[src/rtl/data_mem_sequencer.sv]
// Data-memory sequencer: round-robin arbitration between the MEM-stage CPU access and a DMA requester,
// one registered req/ack memory access at a time, with pipeline stall and access timeout.
module data_mem_sequencer #(
  parameter int ADDR_W  = 32,
  parameter int DATA_W  = 32,
  parameter int TIMEOUT = 15
) (
  input  logic              clk,
  input  logic              rst,
  input  logic              cpuMemRead,
  input  logic              cpuMemWrite,
  input  logic [ADDR_W-1:0] cpuAddr,
  input  logic [DATA_W-1:0] cpuWData,
  output logic [DATA_W-1:0] cpuRData,
  output logic              cpuStall,
  output logic              cpuErr,
  input  logic              dmaReq,
  input  logic              dmaWe,
  input  logic [ADDR_W-1:0] dmaAddr,
  input  logic [DATA_W-1:0] dmaWData,
  output logic [DATA_W-1:0] dmaRData,
  output logic              dmaDone,
  output logic              dmaErr,
  output logic              memReq,
  output logic              memWe,
  output logic [ADDR_W-1:0] memAddr,
  output logic [DATA_W-1:0] memWData,
  input  logic [DATA_W-1:0] memRData,
  input  logic              memAck,
  output logic [2:0]        dbgState
);
  // Memory handshake: memReq and the mem* fields stay stable from grant until the cycle memAck is
  // sampled high (or the timeout fires); memAck is a one-cycle completion and is ignored outside an access.
  localparam int CNT_W = $clog2(TIMEOUT + 1);

  typedef enum logic [2:0] {IDLE, CPU_ACC, DMA_ACC, CPU_DONE, DMA_DONE} state_t;

  state_t           state, nextState;
  logic [CNT_W-1:0] cnt, cntInc;
  logic             lastGrantDma;
  logic             errFlag;
  logic             flushed;
  logic             cpuReq;
  logic             grantCpu, grantDma, finish, expire;

  assign cpuReq   = cpuMemRead | cpuMemWrite;
  assign cntInc   = cnt + CNT_W'(1);
  assign dbgState = state;

  always_ff @(posedge clk or negedge rst) begin
    if (!rst) state <= IDLE;
    else      state <= nextState;
  end

  always_comb begin
    nextState = state;
    grantCpu  = 1'b0;
    grantDma  = 1'b0;
    finish    = 1'b0;
    expire    = 1'b0;
    cpuErr    = 1'b0;
    dmaDone   = 1'b0;
    dmaErr    = 1'b0;
    // Gated by rst so the pipeline is released the instant reset asserts.
    cpuStall  = rst & cpuReq & (state != CPU_DONE);
    case (state)
      IDLE: begin
        if (cpuReq && (!dmaReq || lastGrantDma)) begin
          grantCpu  = 1'b1;
          nextState = CPU_ACC;
        end else if (dmaReq) begin
          grantDma  = 1'b1;
          nextState = DMA_ACC;
        end
      end
      CPU_ACC, DMA_ACC: begin
        // An ack arriving on the timeout cycle still completes the access normally.
        if (memAck) begin
          finish    = 1'b1;
          nextState = (state == CPU_ACC) ? CPU_DONE : DMA_DONE;
        end else if (cntInc == CNT_W'(TIMEOUT)) begin
          expire    = 1'b1;
          nextState = (state == CPU_ACC) ? CPU_DONE : DMA_DONE;
        end
      end
      CPU_DONE: begin
        cpuErr    = errFlag & ~flushed;
        nextState = IDLE;
      end
      DMA_DONE: begin
        dmaDone   = 1'b1;
        dmaErr    = errFlag;
        nextState = IDLE;
      end
      default: nextState = IDLE;
    endcase
  end

  always_ff @(posedge clk or negedge rst) begin
    if (!rst) begin
      memReq       <= 1'b0;
      memWe        <= 1'b0;
      memAddr      <= '0;
      memWData     <= '0;
      cpuRData     <= '0;
      dmaRData     <= '0;
      cnt          <= '0;
      errFlag      <= 1'b0;
      flushed      <= 1'b0;
      lastGrantDma <= 1'b1;
    end else begin
      if (grantCpu) begin
        memReq       <= 1'b1;
        memWe        <= cpuMemWrite;
        memAddr      <= cpuAddr;
        memWData     <= cpuWData;
        lastGrantDma <= 1'b0;
        cnt          <= '0;
        errFlag      <= 1'b0;
        flushed      <= 1'b0;
      end else if (grantDma) begin
        memReq       <= 1'b1;
        memWe        <= dmaWe;
        memAddr      <= dmaAddr;
        memWData     <= dmaWData;
        lastGrantDma <= 1'b1;
        cnt          <= '0;
        errFlag      <= 1'b0;
        flushed      <= 1'b0;
      end
      // A CPU request dropped mid-access is a pipeline flush: finish the access, suppress the error.
      if (state == CPU_ACC && !cpuReq) flushed <= 1'b1;
      if (finish) begin
        memReq <= 1'b0;
        if (state == CPU_ACC) cpuRData <= memWe ? '0 : memRData;
        else                  dmaRData <= memWe ? '0 : memRData;
      end else if (expire) begin
        memReq  <= 1'b0;
        errFlag <= 1'b1;
        if (state == CPU_ACC) cpuRData <= '0;
        else                  dmaRData <= '0;
      end else if (state == CPU_ACC || state == DMA_ACC) begin
        cnt <= cntInc;
      end
    end
  end
endmodule

[config.mk]
export PLATFORM = sky130hd
export DESIGN_NAME = data_mem_sequencer
export DESIGN_NICKNAME = d
export VERILOG_FILES = /design/src/rtl/data_mem_sequencer.sv
export SDC_FILE = /design/constraint.sdc
export NUM_CORES = 1
export LEC_CHECK = 0
export BUFFER_PORTS_ARGS = -buffer_cell sky130_fd_sc_hd__buf_2
export CORE_MARGIN = 2
export CORE_UTILIZATION = 48
export CTS_CLUSTER_SIZE = 10
export DETAILED_ROUTE_END_ITERATION = 10
export PLACE_DENSITY = 0.81
export SYNTH_ARGS = -nofsm -noshare
export SYNTH_HDL_FRONTEND = slang
export SYNTH_SLANG_ARGS = --single-unit
export TNS_END_PERCENT = 1
[constraint.sdc]
create_clock -name clk -period 2.05 [get_ports clk]
set_input_delay 0.1025 -clock clk [delete_from_list [all_inputs] [get_ports clk]]
set_output_delay 0.1025 -clock clk [all_outputs]
set_load 0.02 [all_outputs]
Word-level counts from Yosys, hierarchy flattened
Cells that the tools add are included.
- bits in registers: 140
- output and inout bits: 137
- add/subtract/negate cells: 1
- equal/unequal tests: 8
- muxes and demuxes: 51
- bitwise logic cells: 6
- reduce and logical (&&, ||, !) cells: 15
- operator list (operator ; count):
    two-way mux 32 bit ; 13
    two-way mux 1 bit ; 27
    two-way mux 4 bit ; 5
    two-way mux 3 bit ; 5
    == test 3 x 2 -> 1 bit (second input constant) ; 2
    != test 3 bit (second input constant) ; 2
    one-hot mux 3 bit (2 select lines) ; 1
    AND reduction 2 bit ; 3
    adder 4 x 1 -> 4 bit (second input constant) ; 1
    == test 4 bit (second input constant) ; 1
    nonzero test 2 bit ; 2
    nonzero test 4 bit ; 1
    bitwise AND 1 bit ; 3
    == test 3 x 1 -> 1 bit (second input constant) ; 1
    == test 3 bit (second input constant) ; 1
    zero test 3 bit ; 1
    != test 3 x 2 -> 1 bit (second input constant) ; 1
    nonzero test 3 bit ; 1
    logical AND 1 bit ; 2
    zero test 1 bit ; 2
    logical OR 1 bit ; 2
    inverter 1 bit ; 2
    OR reduction 2 bit ; 1
    bitwise OR 1 bit ; 1

Depth between registers and ports, before layout
Gate-level depths: netlist of the first run.
- word-level depth: 10
- mapped depth: 7
- mapped depth without buffers: 6

Worst setup path after synthesis of the first run
OpenSTA, ideal clock, no wires.
- path type: register to output
- start point: register state[2], in the netlist dbgState[2]
- end point: output port dmaErr
- arrival: 1.692 ns
- setup slack: 0.255 ns
- cell stages (with the launch flop): 5
- path through: dfrtp_1 buf_2 inv_1 nor3_1 and2_1
- word-level cells in the longest chain between the ends: 2
- ends and longest elaborated chain (element ; RTL line ; RTL):
    from (decl) ; 38 ; state_t state, nextState;
    from (signal assigned) ; 52 ; else state <= nextState;
    == test 3 bit ; 66 ; case (state)
    two-way mux 1 bit ; 66 ;
    to (decl) ; 23 ; output logic dmaErr,
Every way passes these cells.

Worst setup path after layout of the first run
- start point: input port cpuMemWrite
- end point: register memAddr[13]
- word-level cells in the longest chain between the ends: 5
- ends and longest elaborated chain (element ; RTL line ; RTL):
    from (decl) ; 11 ; input logic cpuMemWrite,
    bitwise OR 1 bit (*) ; 46 ; assign cpuReq = cpuMemRead | cpuMemWrite;
    logical AND 1 bit (*) ; 68 ; if (cpuReq && (!dmaReq || lastGrantDma)) begin
    two-way mux 1 bit ; 68 ;
    two-way mux 1 bit ; 66 ;
    two-way mux 32 bit / nonzero test 2 bit (equally long branches) ; n/a ;
    to (signal assigned) ; 115 ; memAddr <= cpuAddr;
    to (signal assigned) ; 124 ; memAddr <= dmaAddr;
    to (decl) ; 26 ; output logic [ADDR_W-1:0] memAddr,
Every way passes the cells marked *; elsewhere a longest branch is shown, timed or not.
A chain may end at the register's enable or synchronous reset.

==> results of run 1 <==
synthesized netlist by cell type, types with 3 or more instances:
master and n:
nand2_1 71, nand3_1 3, o211ai_1 3, nor3b_1 32, mux2i_1 67, o21ai_0 103, a21oi_1 38, inv_1 4
dfrtp_1 139, nand2b_1 66, clkbuf_1 26, buf_2 15, a32oi_1 30, nor3_1 5, o21a_1 3, buf_4 6
clkbuf_2 3, buf_6 8, o21ai_1 28, nor2_1 5
final cells by class:
| type | count | share of cell area [%] |
|---|---|---|
| Sequential cell | 140 | 33.4 |
| Multi-Input combinational cell | 481 | 29.5 |
| Clock inverter | 7 | 1.07 |
| Clock buffer | 24 | 4.59 |
| Antenna cell | 1 | 0.0239 |
| Tap cell | 180 | 2.15 |
| Inverter | 4 | 0.143 |
| Timing Repair Buffer | 450 | 29.1 |
worst max-delay path, cell delays in order:
cell and delay (ns):
dlygate4sd3_1 0.55, buf_2 0.14, or2_0 0.38, nand3_4 0.16, buf_12 0.36, mux2i_1 0.36
o21ai_0 0.13
registers in the layout (all words and copies together) (netlist names):
name and flops:
cpuRData 32, dmaRData 32, memAddr 32, memWData 32
cnt 4, dbgState 3, errFlag 1, flushed 1
lastGrantDma 1, memReq 1, memWe 1
routing by layer:
| layer | up-vias | track usage (%) |
|---|---|---|
| met5 | - | 0 |
| met4 | 0 | 19.9 |
| met3 | 124 | 7.78 |
| met2 | 492 | 53.8 |
| met1 | 3384 | 37.9 |
| li1 | 3252 | - |
cells in the final DEF (no fill, tap or decap), types with 2 or more instances in the layout:
cell / n
ha_1: 2
nand3_1: 3
nand2b_1: 66
clkbuf_1: 4
buf_12: 8
o211ai_1: 3
nor3_1: 4
buf_6: 3
dlygate4sd3_1: 125
or3b_1: 2
mux2i_1: 67
clkbuf_16: 17
buf_2: 302
o21ai_1: 28
a21oi_1: 38
buf_4: 12
clkinv_2: 3
nand3b_1: 2
o21ai_0: 103
clkbuf_8: 3
nor2_1: 5
inv_1: 4
bufinv_16: 3
nor3_2: 2
nor3b_1: 32
nand2_1: 71
a32oi_1: 30
o21a_1: 3
dfrtp_1: 138
where the power goes:
group	internal [uW]	switching, uW
Sequential	4020	916
Combinational	2820	4810
Clock	2000	1150
through the flow:
stage,instance area [sq um],util (%),setup slack (ns)
3_3_place_gp,8630,61.7,0.193
6_report,10500,75.0,0.0830
2_1_floorplan,6920,-,0.255
5_1_grt,10500,75.0,-0.00715
4_1_cts,10500,74.9,0.0621
3_5_place_dp,8630,61.7,0.131
cell families after synthesis:
logic type                 after synthesis  synth area share [%]
AOI/OAI and AO/OA                      214                  18.3
adders and majority gates                2                 0.362
xor gates and xnor gates                 2                 0.253
and+or+nand+nor                        195                  15.6
buffers and inverters                   63                  4.94
DFF                                    140                  50.7
muxes                                   68                  9.86
timing repair:
| item | 4_1_cts | 5_1_grt |
|---|---|---|
| hold buffers | 125 | 0 |
| gates resized for setup | 0 | 3 |
| endpoints found under the setup margin | 0 | 17 |
| hold endpoints to repair | 151 | 0 |
final timing paths:
path	start	to	slack (ns)	cells after the start
max	cpuMemWrite	memAddr[13]	0.08	7
min	dmaAddr[29]	memAddr[29]	0.007	3
max reg2reg	cnt[0]	dbgState[1]	0.12	6
min reg2reg	memAddr[25]	memAddr[25]	0.47	2
max in group asynchronous	rst	lastGrantDma	1.11	3
min in group asynchronous	rst	dmaRData[30]	0.17	2
==> metrics.txt, run 1 <==
critical path class in2reg; Vias a little over 7000; Final HPWL DP around 14000 microns; routability cong. a little over 0.8; Multi-input gate area about 3100 sq um; Worst Path Required between 2 and 2.5 ns; unrepaired setup endpoints after global routing true; largest cells by area after synthesis dfrtp_1, mux2i_1, o21ai_0; maxcap violations 0; Mapped Cells ~700; CTS sink count 140; CTS tree yes; critical path arrival about 2.3 ns; status finished, final reports clean; Crit. End Element register; Max FO, Critical Path 66; Clock Path Buffers 2; core box area roughly 14000 sq um; drt pass-1 iters 5; Routed Antenna Nets 0; layout net count 1263; Final Hold Viols 0; Cell variety after synth between 40 and 50; WL per Instance approximately 20 microns; initial antenna violation count 2; width of the die roughly 120 microns; total power draw 15700 uW; Slew Limit Fails 0; first-pass GRT wire length roughly 38000 microns; Fin Setup TNS 0 ns; share of cells above drive strength 1 about 33%; Post-Syn Area ~6900 sq um; Fin Hold WS 0.00680 ns; total routing usage reported by global routing between 30% and 40%; Leak 0.00512 uW; met1 wire length 9250 microns; top_reg_cell synth dfrtp_1; Synth area leader dfrtp_1; synthesized flop and latch total 140; DR top layer met4; Initial DRC Count between 500 and 600; Hold/Removal Path Class in2reg; number of cell rows 43; Die Span Y 124 microns; cts bufs inserted 17; fin cells roughly 1300; yosys warns 0; Congestion Overflow GR 0; Syn Area/Cell between 10 and 15 sq um; worst vdd ir 0.686 mV; WL met2 between 10000 and 15000 microns; starting density of the core 49.4%; Setup Skew 0.00835 ns; DR vias/cell 5.63; Area Overhead vs Synth 51.6%; Clk Latency, worst-skew pair about 0.42 ns; Buffers on Ports 303; Fillers between 900 and 1000; Post-Syn Nets 853; relative slew slack 59.4%; number of global-route vias before repair roughly 7300; placed cells between 1000 and 1500; CTS clk-pin slew, worst paths 0.06 ns; Routed WL about 25000 microns; DRC viols 0; endpoints failing setup 0; f_max just over 0.5 GHz; root buffer cell clkbuf_16; Post-CTS Setup Bufs 0; WL met3 2200 microns; I/O pin count around 300; power density cells ~1500 nW/um^2; Least-Margin Pin Slew approximately 0.61 ns; largest net degree at the start of global routing between 80 and 90; CTS H-tree lvls 4; die area approximately 15000 sq um; Yosys top cell area share between 50% and 60%; Tcrit/Tclk final 96.0%; Startpoint Class primary input; number of enable flip-flop cells after synthesis 0; Final min period 1.97 ns; Seq. cell area ~3500 sq um; Seq/Total Area, Yosys between 50% and 60%; fraction of registers with async set/reset 100%
Note: power is estimated with default switching activity, not from simulation.
==> inputs of run 2 (changes only) <==
--- a/config.mk
+++ b/config.mk
@@ -10,7 +10,7 @@
 export CORE_UTILIZATION = 48
 export CTS_CLUSTER_SIZE = 10
 export DETAILED_ROUTE_END_ITERATION = 10
-export PLACE_DENSITY = 0.81
+export PLACE_DENSITY = 0.87
 export SYNTH_ARGS = -nofsm -noshare
 export SYNTH_HDL_FRONTEND = slang
 export SYNTH_SLANG_ARGS = --single-unit
==> metrics.txt, run 2 (synthesized netlist as in run 1, its figures left out) <==
status finished, final reports clean; Sequential Power Share between 30% and 40%; Tcrit/Tclk final between 90% and 100%; Clock Path Buffers 2; Fin Setup TNS 0 ns; commonest non-fill, non-tap cell in the layout buf_2; worst setup path start dbgState[0]; starting density of the core 49.4%; Leak between 0.005 and 0.006 uW; drt pass-1 iters 5; total routing usage reported by global routing between 30 and 40%; CTS sink count 140; clock group share of total power 20.4%; Least-Margin Pin Slew ~0.51 ns; Crit path max-delay family flip-flops; Initial DRC Count 500; Final Hold Viols 0; CP peak stage delay slightly below 0.5 ns; critical path class reg2reg; switching pwr between 6000 and 7000 uW; power density cells around 1500 nW/um^2; Routed WL around 25000 microns; worst reg2reg setup slack approximately 0.15 ns; Worst path depth 5; worst path bufs/invs 2; number of global-route vias before repair about 7300; number of cell rows between 40 and 50; cell count of the worst hold path 3; first-pass GRT wire length approximately 38000 microns; I/O pin count slightly above 300; WL per Instance around 20 microns; critical path arrival 2.19 ns; CTS tree yes; final instance area roughly 10000 sq um; Slew Limit Fails 0; internal power 8650 uW; Max FO, Critical Path 130; layout net count ~1300; reg2reg start dbgState[0]; DP Area about 8600 sq um; relative slew slack about 66%; Crit. End Element register; crit path capture memWData[25]; core box area approximately 14000 sq um; number of inserted diodes 0; DR vias/cell 5.68; Die Span Y approximately 120 microns; CTS H-tree lvls 4; combinational share of power a little under half; die area around 15000 sq um; Startpoint Class register; worst vdd ir a little over 0.7 mV; f_max roughly 0.53 GHz; Final HPWL DP about 15000 microns; Hold/Removal Path Class in2reg; Clk Latency, worst-skew pair roughly 0.42 ns; root buffer cell clkbuf_16; Final min period 1.90 ns; maxcap violations 0; routability cong. between 0.8 and 0.9; Reg2Reg Depth 5; initial antenna violation count 1; Routed Antenna Nets 0; largest net degree at the start of global routing 131; Congestion Overflow GR 0; share of cells above drive strength 1 33.7%; Area Overhead vs Synth 49.3%; unrepaired setup endpoints after global routing false; width of the die between 100 and 150 microns; net switching share of the total power between 40 and 50%; CTS clk-pin slew, worst paths around 0.060 ns; cts bufs inserted 17; Worst Path Required roughly 2.3 ns; Buffers on Ports 303; Post-CTS Setup Bufs 0; Vias slightly above 7000; CP cell instances nor3_2, buf_4, o21ai_4, buf_12, o21ai_0; most frequent cells in the layout buf_2, dfrtp_1, dlygate4sd3_1; endpoints failing setup 0; DRC viols 0; Critical Path Slowest Stage Cell dfrtp_1; Setup Skew ~0.0088 ns; reg2reg end memWData[25]
[run 2: worst min path at each step]
stage / from / end / slack, ns
2_1_floorplan: rst / cnt[0] / -0.19
3_3_place_gp: rst / cpuRData[23] / 0.03
3_5_place_dp: rst / dmaRData[23] / 0.04
4_1_cts: cpuAddr[14] / memAddr[14] / 0.0002
5_1_grt: dmaAddr[4] / memAddr[4] / 0.009
6_report: dmaAddr[29] / memAddr[29] / 0.01
[run 2: worst register-to-register path: cells and delay by family, from the launching register on]
kind	cells	cell delay, ns
compound gates	2	0.52
flops	1	0.49
buf+inv	2	0.45
simple gates	1	0.33
[run 2: metrics by stage]
stage / util, % / cells / hold slack [ns] / setup WS, ns / total power, uW
2_1_floorplan: - / 684 / -0.193 / 0.255 / 9470
3_3_place_gp: 61.5 / 1131 / 0.0318 / 0.179 / 11600
3_5_place_dp: 61.5 / 1131 / 0.0370 / 0.128 / 11900
4_1_cts: 73.8 / 1274 / 0.000192 / 0.114 / 15200
5_1_grt: 73.8 / 1274 / 0.00929 / 0.0383 / 16400
6_report: 73.8 / 1274 / 0.00954 / 0.153 / 15500
[run 2: power groups by stage]
| stage | Combinational [uW] | Clock, uW | Sequential [uW] |
|---|---|---|---|
| after floorplan | 3280 | 0 | 6190 |
| after global placement | 6790 | 0 | 4820 |
| after detailed placement | 7030 | 0 | 4890 |
| after CTS | 7190 | 3190 | 4860 |
| after global routing | 8020 | 3320 | 5080 |
| final | 7380 | 3170 | 4960 |
[run 2: what timing repair did]
action | CTS | global route
hold buffers | 111 | 0
hold endpoints to repair | 111 | 0
gates resized for setup | 0 | 2
setup endpoints to repair | 0 | 3
[run 2: routing by layer]
metal	GRT usage (%)	routed length, microns	vias up
met2	54.1	12300	474
met5	0	8	-
met3	8.42	2160	104
li1	-	-	3228
met1	37.1	9200	3427
met4	19.9	1370	2
[run 2: final cells by class]
| cell class | count | area, sq um |
|---|---|---|
| Sequential cell | 140 | 3500 |
| Inverter | 4 | 15.0 |
| Tap cell | 180 | 225 |
| Clock buffer | 18 | 439 |
| Fill cell | 918 | 3660 |
| Multi-Input combinational cell | 481 | 3100 |
| Timing Repair Buffer | 437 | 2870 |
| Clock inverter | 14 | 169 |
==> inputs of run 3 (changes only) <==
--- a/config.mk
+++ b/config.mk
@@ -11,6 +11,7 @@
 export CTS_CLUSTER_SIZE = 10
 export DETAILED_ROUTE_END_ITERATION = 10
 export PLACE_DENSITY = 0.87
+export SETUP_SLACK_MARGIN = 0.2
 export SYNTH_ARGS = -nofsm -noshare
 export SYNTH_HDL_FRONTEND = slang
 export SYNTH_SLANG_ARGS = --single-unit
==> metrics.txt, run 3 (synthesized netlist as in run 1, its figures left out) <==
Setup Skew around 0.011 ns; Fin Hold WS around 0.0011 ns; commonest non-fill, non-tap cell in the layout buf_2; cell count of the worst hold path 3; largest net degree at the start of global routing around 130; critical path arrival ~2.2 ns; Leak 0.00509 uW; Final min period ~1.9 ns; Area Overhead vs Synth 50.8%; Vias between 7000 and 8000; Worst Path Required between 2 and 2.5 ns; Hold/Removal Path Class in2reg; number of cell rows 43; DR vias/cell approximately 5.7; width of the die approximately 120 microns; number of inserted diodes 0; I/O pin count 304; relative slew slack ~66%; reg2reg end dbgState[1]; Final HPWL DP about 15000 microns; Hold Path Sink memAddr[29]; Die Span Y 124 microns; DRC viols 0; initial antenna violation count 1; Hold Startpoint dmaAddr[29]; Critical Path Slowest Stage Cell a2111oi_4; f_max 0.534 GHz; Max FO, Critical Path 6; endpoints failing setup 0; most frequent cells in the layout buf_2, dfrtp_1, dlygate4sd3_1; drt pass-1 iters 5; Fin Setup TNS 0 ns; Buffers on Ports 303; Routed Antenna Nets 0; root buffer cell clkbuf_16; Seq. cell area approximately 3500 sq um; status finished, final reports clean; CTS sink count 140; CTS clk-pin slew, worst paths approximately 0.06 ns; worst vdd ir between 0.7 and 0.8 mV; power density cells ~1500 nW/um^2; CTS H-tree lvls 4; WL per Instance around 20 microns; Crit. End Element register; CP cell instances inv_1, ha_2, nor3b_1, a2111oi_4, o21ai_2, mux2_4; total routing usage reported by global routing between 30% and 40%; die area ~15000 sq um; Multi-input gate area between 3000 and 4000 sq um; Least-Margin Pin Slew between 0.5 and 0.6 ns; share of cells above drive strength 1 a little over a third; Fillers between 900 and 1000; CTS tree yes; maxcap violations 0; Congestion Overflow GR 0; CP peak stage delay approximately 0.44 ns; critical path class reg2reg; Final Hold Viols 0; Clock Path Buffers 2; routability cong. 0.822; worst reg2reg setup slack roughly 0.18 ns; Slew Limit Fails 0; number of global-route vias before repair approximately 7300; core box area around 14000 sq um; Startpoint Class register; starting density of the core between 40% and 50%; reg2reg start cnt[0]; Initial DRC Count around 570; layout net count about 1300; first-pass GRT wire length about 38000 microns; cts bufs inserted 17; Tcrit/Tclk final 91.4%; Clk Latency, worst-skew pair approximately 0.42 ns; Routed WL 25500 microns; unrepaired setup endpoints after global routing true; Reg2Reg Depth 6
-- run 3: cell types whose count changed in the layout (fill, tap and decap cells not counted), sizes merged --
cell    delta
buf        +5
clkbuf     +1
-- run 3: critical path, delay by kind of cell, from the launching register on --
family	cells	cell delay (ns)
flip-flops	1	0.42
AND/OR/NAND/NOR	1	0.17
multiplexers	1	0.32
adder cells (fa/ha/maj)	1	0.19
AO/OA/AOI/OAI	2	0.60
buffers and inverters	1	0.07
-- run 3: how the worst max path moves through the flow --
stage,startpoint,endpoint,slack (ns),cells past startpoint
after CTS,cnt[0],dmaRData[9],0.15,6
after global routing,cnt[0],dbgState[1],0.11,6
after detailed placement,cnt[0],dbgState[1],0.13,6
after global placement,cnt[0],dbgState[1],0.18,6
final,cnt[0],dbgState[1],0.18,6
after floorplan,dbgState[2],dmaErr,0.26,4
-- run 3: final cells by class --
cell class                      count  share of cell area [%]
Tap cell                          180                    2.16
Clock buffer                       18                    4.21
Multi-Input combinational cell    481                    30.0
Inverter                            4                   0.144
Timing Repair Buffer              443                    28.3
Sequential cell                   140                    33.6
Clock inverter                     14                    1.62
-- run 3: layer usage --
metal / GRT usage (%) / vias up / part of all wire (%)
li1: - / 3238 / -
met1: 37.2 / 3430 / 36
met2: 54.0 / 523 / 49
met3: 8.56 / 109 / 9.2
met4: 19.9 / 2 / 5.5
met5: 0 / - / 0.031
-- run 3: power by group --
part	leakage, uW	internal [uW]	switching (uW)
clock network	0.000285	1950	1220
registers	0.00160	4020	957
logic	0.00320	2770	4730
-- run 3: metrics by stage --
step                setup WS, ns  util [%]  power (uW)  instances  area, sq um
floorplan                  0.255         -        9470        684         6920
global placement           0.179      61.5       11600       1131         8600
detailed placement         0.128      61.5       11900       1131         8600
CTS                        0.155      73.8       15200       1274        10300
global route               0.111      74.6       16600       1280        10400
finish                     0.177      74.6       15700       1280        10400
-- run 3: repair_timing --
action / in CTS / in global routing
cloned: 0 / 2
endpoints found under the hold margin: 111 / 0
gates resized for setup: 1 / 15
pin swaps: 1 / 2
setup endpoints to repair: 38 / 135
hold buffers: 111 / 0
buffers inserted: 0 / 4
